### src/rtl/unidade_acesso_memoria.sv
// Load/store unit between the MEM stage and a word-addressed data memory.
// Sub-word stores use read-modify-write; misaligned accesses complete with an error pulse.
module unidade_acesso_memoria #(
    parameter int LARG_END = 28
) (
    input  logic                  clock,
    input  logic                  reset,
    input  logic                  memRead,
    input  logic                  memWrite,
    input  logic [1:0]            tamanho,
    input  logic                  sinalizado,
    input  logic [LARG_END-1:0]   endereco,
    input  logic [31:0]           dado_Escrito,
    input  logic [31:0]           mem_dado_Lido,
    output logic [LARG_END-3:0]   mem_endereco,
    output logic                  mem_memWrite,
    output logic [31:0]           mem_dado_Escrito,
    output logic [31:0]           dado_Lido,
    output logic                  stall,
    output logic                  pronto,
    output logic                  erro_alinhamento
);

    // state     | meaning
    // OCIOSO    | idle, sampling requests
    // LEITURA   | memory word read (load result or RMW old word)
    // ESCRITA   | memory write strobe
    // CONCLUIDO | completion pulse, pipeline released
    localparam logic [1:0] OCIOSO    = 2'd0;
    localparam logic [1:0] LEITURA   = 2'd1;
    localparam logic [1:0] ESCRITA   = 2'd2;
    localparam logic [1:0] CONCLUIDO = 2'd3;

    logic [1:0]          estado_q, estado_d;
    logic [LARG_END-1:0] end_q, end_d;
    logic [1:0]          tam_q, tam_d;
    logic                sin_q, sin_d;
    logic                escr_q, escr_d;
    logic                desal_q, desal_d;
    logic [31:0]         dado_q, dado_d;
    logic [31:0]         palavra_q, palavra_d;
    logic [31:0]         lido_q, lido_d;

    logic        req;
    logic        desal_in;
    logic [7:0]  byte_sel;
    logic [15:0] half_sel;
    logic [31:0] carga_ext;
    logic [31:0] mesclado;

    assign req      = memRead | memWrite;
    assign desal_in = (tamanho == 2'b01) ? endereco[0] :
                      (tamanho[1]        ? (endereco[1:0] != 2'b00) : 1'b0);

    always_comb begin
        byte_sel  = mem_dado_Lido[{end_q[1:0], 3'b000} +: 8];
        half_sel  = end_q[1] ? mem_dado_Lido[31:16] : mem_dado_Lido[15:0];
        carga_ext = mem_dado_Lido;
        if (tam_q == 2'b00)
            carga_ext = {{24{sin_q & byte_sel[7]}}, byte_sel};
        else if (tam_q == 2'b01)
            carga_ext = {{16{sin_q & half_sel[15]}}, half_sel};
    end

    // Only the addressed lane is replaced; the rest comes from the word read in LEITURA.
    always_comb begin
        mesclado = dado_q;
        if (tam_q == 2'b00) begin
            mesclado = palavra_q;
            mesclado[{end_q[1:0], 3'b000} +: 8] = dado_q[7:0];
        end else if (tam_q == 2'b01) begin
            mesclado = palavra_q;
            if (end_q[1])
                mesclado[31:16] = dado_q[15:0];
            else
                mesclado[15:0] = dado_q[15:0];
        end
    end

    always_comb begin
        estado_d  = estado_q;
        end_d     = end_q;
        tam_d     = tam_q;
        sin_d     = sin_q;
        escr_d    = escr_q;
        desal_d   = desal_q;
        dado_d    = dado_q;
        palavra_d = palavra_q;
        lido_d    = lido_q;
        case (estado_q)
            OCIOSO: begin
                if (req) begin
                    end_d   = endereco;
                    tam_d   = tamanho;
                    sin_d   = sinalizado;
                    dado_d  = dado_Escrito;
                    escr_d  = memWrite;
                    desal_d = desal_in;
                    if (desal_in)
                        estado_d = CONCLUIDO;
                    else if (memWrite && tamanho[1])
                        estado_d = ESCRITA;
                    else
                        estado_d = LEITURA;
                end
            end
            LEITURA: begin
                if (escr_q) begin
                    palavra_d = mem_dado_Lido;
                    estado_d  = ESCRITA;
                end else begin
                    lido_d   = carga_ext;
                    estado_d = CONCLUIDO;
                end
            end
            ESCRITA:  estado_d = CONCLUIDO;
            default:  estado_d = OCIOSO;
        endcase
    end

    always_ff @(posedge clock) begin
        if (reset) begin
            estado_q  <= OCIOSO;
            end_q     <= '0;
            tam_q     <= '0;
            sin_q     <= 1'b0;
            escr_q    <= 1'b0;
            desal_q   <= 1'b0;
            dado_q    <= '0;
            palavra_q <= '0;
            lido_q    <= '0;
        end else begin
            estado_q  <= estado_d;
            end_q     <= end_d;
            tam_q     <= tam_d;
            sin_q     <= sin_d;
            escr_q    <= escr_d;
            desal_q   <= desal_d;
            dado_q    <= dado_d;
            palavra_q <= palavra_d;
            lido_q    <= lido_d;
        end
    end

    assign mem_endereco     = (estado_q != OCIOSO) ? end_q[LARG_END-1:2] : '0;
    assign mem_memWrite     = (estado_q == ESCRITA);
    assign mem_dado_Escrito = (estado_q == ESCRITA) ? mesclado : 32'h0;
    assign dado_Lido        = lido_q;
    assign stall            = ((estado_q == OCIOSO) & req) | (estado_q == LEITURA) | (estado_q == ESCRITA);
    assign pronto           = (estado_q == CONCLUIDO);
    assign erro_alinhamento = (estado_q == CONCLUIDO) & desal_q;

endmodule

### config.mk
export PLATFORM = sky130hd
export DESIGN_NAME = unidade_acesso_memoria
export DESIGN_NICKNAME = d
export VERILOG_FILES = /design/src/rtl/unidade_acesso_memoria.sv
export SDC_FILE = /design/constraint.sdc
export NUM_CORES = 1
export LEC_CHECK = 0
export CAP_MARGIN = 0
export CORE_UTILIZATION = 52
export DETAILED_ROUTE_END_ITERATION = 6
export PLACE_DENSITY = 0.87
export SLEW_MARGIN = 20
export SYNTH_ARGS = -nofsm -noshare
export SYNTH_HDL_FRONTEND = slang
export SYNTH_SLANG_ARGS = --single-unit
### constraint.sdc
create_clock -name clock -period 5.1 [get_ports clock]
set_input_delay 1.53 -clock clock [delete_from_list [all_inputs] [get_ports clock]]
set_output_delay 1.53 -clock clock [all_outputs]
set_load 0.01 [all_outputs]
# Yosys cells after proc, flatten, opt, wreduce, memory -nomap -nowiden
# Index checks and enable logic that the tools add are counted.
# word_totals
out_inout_bits	94
register_bits	131
# classes
n_eq_ne	6
shift	3
reduce_logical	8
add_sub_neg	1
n_bitwise	8
n_mux	17
# ops
operator	n
32-bit 2-to-1 mux	5
16-bit 2-to-1 mux	3
32-bit bitwise mux	1
8-bit by 7-bit variable shift with 32-bit output (first input constant)	1
32-bit by 6-bit indexed part select with 8-bit output	1
8-bit by 7-bit indexed part select with 32-bit output	1
26-bit 2-to-1 mux	1
5-bit negator with 7-bit output	1
2-bit by 1-bit equality test with 1-bit output (second input constant)	3
2-bit 2-to-1 mux	3
2-bit case mux with 3 select lines	1
2-bit AND reduction	3
1-bit bitwise AND	4
2-bit equality test (second input constant)	2
2-bit zero test	2
2-bit nonzero test	2
1-bit 2-to-1 mux	3
1-bit OR	3
2-bit inequality test (second input constant)	1
1-bit logical AND	1
1-bit inverter	1

# Longest topological paths before layout
# logic_depth
depth_word	6
ltp_mapped	8
ltp_nobuf	6

# Worst setup path before layout
# Ideal clock, no wire load.
# synth_timing
kind	input port to output port
from	input port memWrite
to	output port stall
arrival_ns	2.222
path_buffers	1
path_stages	3
t_required_ns	3.570
path_slack_ns	1.348
path_cell_list	o21a_1 -> clkbuf_1 -> or3_1
# synth_via
elab_chain_len	4
# synth_lines
item	line	source
start, declared	9	input logic memWrite,
1-bit OR	51	assign req = memRead | memWrite;
1-bit bitwise AND	149	assign stall = ((estado_q == OCIOSO) & req) | (estado_q == LEITURA) | (estado_q == ESCRITA);
1-bit OR (2 in a row)	149	
end, declared	19	output logic stall,
# Every way passes these cells.

# Final worst setup path
# layout_timing
from	register end_q[1]
to	output port mem_dado_Escrito[31]
# layout_via
elab_chain_len	5
# layout_lines
item	line	source
start, declared	35	logic [LARG_END-1:0] end_q, end_d;
start signal, assigned	134	end_q <= end_d;
5-bit negator with 7-bit output	70	mesclado[{end_q[1:0], 3'b000} +: 8] = dado_q[7:0];
8-bit by 7-bit indexed part select with 32-bit output or 8-bit by 7-bit variable shift with 32-bit output (tied branches)	70	
32-bit bitwise mux	70	
32-bit 2-to-1 mux (*)	68	if (tam_q == 2'b00) begin
32-bit 2-to-1 mux (*)	147	assign mem_dado_Escrito = (estado_q == ESCRITA) ? mesclado : 32'h0;
end, declared	17	output logic [31:0] mem_dado_Escrito,
# Every way passes the cells marked *; elsewhere a longest branch is shown, timed or not.

==> impl_metrics.toml <==
[synth]
async_flop_share_pct = 0
syn-num-nets = 948
ys_seq_area_share_pct = 39.58
synth-seq-cells = 131
synth_common_cells = "nand2_1 (224), a21oi_1 (139), dfxtp_1 (131)"
yosysTopAreaCell = "dfxtp_1"
yosys-top-cells-area = "dfxtp_1 (40%), nand2_1 (13%), a21oi_1 (11%), mux2i_1 (6.2%), nor2b_1 (2.9%)"
synth-edff-count = 0
syn_inst = 840
synth_cell_types = 48
syn_avg_cell_area_um2 = 7.887
yosys.area.top_type_share_pct = 39.58
syn_area_mm2 = 0.006625
yosysMostFrequentCell = "nand2_1"
synth_warnings = 0
ys.flop_type = "dfxtp_1"

[drt]
drt_iter0_markers = 748
wirelength_um = 21310
via_per_inst = 5.915
vias = 6938
routedWlPerCell_um = 18.17
detail-route-antenna-nets = 0
detail_route.first_pass.iterations = 7
drc_errors = 4

[status]
violations = "design-rule violations"
outcome = "finished, violations left"

[worst_setup_path]
reg2regPathDepth = 5
crit_fanout = 12
endpoint_kind = "primary output"
crit_arrival_ns = 3.39
start_kind = "register"
path_class = "reg2out"
worstPathRequired_ns = 3.57

[power]
leakagePower_nw = 3.257
p_int_mw = 2.978
pwr-share-clk_pct = 25.8
comb_power_share_pct = 43.6
ir_drop_v = 0.0005558
switching_power_mw = 1.842
p_sw_share_pct = 38.22
power_frac_seq_pct = 30.6
p_per_area_mw_per_mm2 = 525.9

[place]
place_congestion = 0.9303
place_inst = 1141
dp_hpwl_um = 14340
pre_cts_slack_ns = 0.4265
placement.io_buffers = 192

[hold_path]
hp-class = "reg2reg"
worstHoldPathCells = 2

[layout]
num_antenna_cells = 0
fin_cells = 1173
final_nets = 1100
syn_to_final_growth_pct = 38.34
drive_gt1_share_pct = 7.662
fillers = 941

[run]
drv_cap = 0

[floorplan]
initial_utilization_pct = 54.25
die_h_um = 114.9
dieArea_mm2 = 0.01320
ios = 193
fp-row-count = 40
fp.coreArea_mm2 = 0.01221
die_width_um = 114.9

[cts]
cts-root-buf = "clkbuf_16"
clk_latency_ns = 0.42
cts_tree = "yes"
cts.path.max_buffers = 2
postCtsHoldBufs = 0
clk_pin_slew_ns = 0.05
h-tree-depth = 4
cts_sinks = 131
cts_inserted_buffers = 17

[timing]
tightestPinTransition_ns = 1.098
holdWs_ns = 0.4487
worst_slack_ns = 0.1777
final.setup_skew_ns = 0.006189
hold_viol_final = 0
tns_ns = 0
grt_setup_unrepaired = "no"
fin_crit_ns = 4.922
timing.slew.headroom_pct = 26.80
finalSetupViolations = 0
fmax_ghz = 0.2032
drv_slew = 0
fin_crit_sh_pct = 96.52

[global_routing]
track_usage_pct = 32.83
grt_pass1_wl_um = 33380
antenna_found_initial = 0
grt_overflow = 0
grt_max_degree = 64
grt_pass1_vias = 6731
## worst max-delay path, cell delays in order (launching register included)
cell and delay [ns]:
dfxtp_1 0.63, buf_4 0.33, ha_1 0.18, clkinv_1 0.27, nor4_4 0.47, a221oi_1 0.17, a211oi_1 0.28, clkdlybuf4s50_1 0.64
## cell families after synthesis
group	after synthesis	share of synthesized area, %
adders and majority gates	9	1.700
DFF	131	39.58
muxes	48	7.384
and+or+nand+nor	319	20.74
AOI/OAI and AO/OA	252	25.27
buffers and inverters	81	5.326
## repair_timing
item / in CTS / in global routing
setup buffers: 0 / 0
endpoints found under the setup margin: 0 / 7
resized for setup: 0 / 1
## power groups by stage
stage	registers [mW]	logic (mW)	clock network (mW)
finish	1.48	2.10	1.24
floorplan	1.47	1.29	0
global route	1.50	2.29	1.29
detailed placement	1.48	2.06	0
CTS	1.47	2.09	1.25
global placement	1.48	2.02	0
## final cells by class
cell class | instances | area [µm²] | share of cell area [%]
clock buffers | 23 | 508.0 | 5.543
clock inverters | 9 | 100.1 | 1.092
inverters | 9 | 33.78 | 0.3686
multi-input cells | 628 | 3674 | 40.08
flip-flops and latches | 131 | 2623 | 28.61
well taps | 168 | 210.2 | 2.294
repair buffers | 205 | 2017 | 22.01
## metal layers
metal | track usage (%) | wire (µm)
met4 | 21.39 | 1036
met5 | 0 | 0
met2 | 53.01 | 9797
met1 | 36.82 | 8170
met3 | 11.60 | 2307
## stage by stage
step	area (µm²)	total power [mW]	utilization [%]
2_1_floorplan	6625	2.757	-
3_3_place_gp	8548	3.492	70.00
3_5_place_dp	8548	3.544	70.00
4_1_cts	9156	4.799	74.98
5_1_grt	9165	5.085	75.05
6_report	9165	4.820	75.05
## worst paths after layout
| check | from | end | slack, ns |
|---|---|---|---|
| setup reg to reg | end_q[1]$_SDFFE_PP0P_ | dado_Lido[17]$_SDFFE_PP0N_ | 2.74 |
| setup / recovery | end_q[1]$_SDFFE_PP0P_ | mem_dado_Escrito[31] | 0.18 |
| hold reg to reg | end_q[6]$_SDFFE_PP0P_ | end_q[6]$_SDFFE_PP0P_ | 0.45 |
| hold / removal | end_q[6]$_SDFFE_PP0P_ | end_q[6]$_SDFFE_PP0P_ | 0.45 |
## sequential cells by signal (all words and copies together) (netlist names)
signal,count
end_q,28
palavra_q,32
sin_q,1
desal_q,1
dado_Lido,32
estado_q,2
escr_q,1
tam_q,2
dado_q,32
## placed cells by master, fill, tap and decap left out, drive strengths merged
| cell | Yosys | final |
|---|---|---|
| nand2 | 225 | 225 |
| clkdlybuf4s50 | 0 | 191 |
| a21oi | 140 | 140 |
| dfxtp | 131 | 131 |
| mux2i | 41 | 41 |
| nor2 | 37 | 37 |
| a211oi | 34 | 34 |
| nor2b | 31 | 31 |
| clkbuf | 45 | 23 |
| o21ai | 18 | 18 |
| a221oi | 16 | 16 |
| a221o | 16 | 16 |
| a311oi | 15 | 15 |
| buf | 27 | 14 |
| nor3 | 10 | 10 |
| ha | 9 | 9 |
| inv | 7 | 7 |
| a32oi | 7 | 7 |
| mux2 | 7 | 7 |
| clkinv | 2 | 7 |
| or3 | 2 | 2 |
| and2 | 2 | 2 |
| and3 | 2 | 2 |
| a31oi | 2 | 2 |
| bufinv | 0 | 2 |
| clkinvlp | 0 | 2 |
| or2 | 2 | 2 |
| nor3b | 2 | 2 |
| nor4 | 1 | 1 |
| nor4b | 1 | 1 |
| and4b | 1 | 1 |
| o21a | 1 | 1 |
| nand2b | 1 | 1 |
| or3b | 1 | 1 |
| o22ai | 1 | 1 |
| a2111oi | 1 | 1 |
| nand3 | 1 | 1 |
| o311ai | 1 | 1 |
Power figures use the tool's default switching activity.
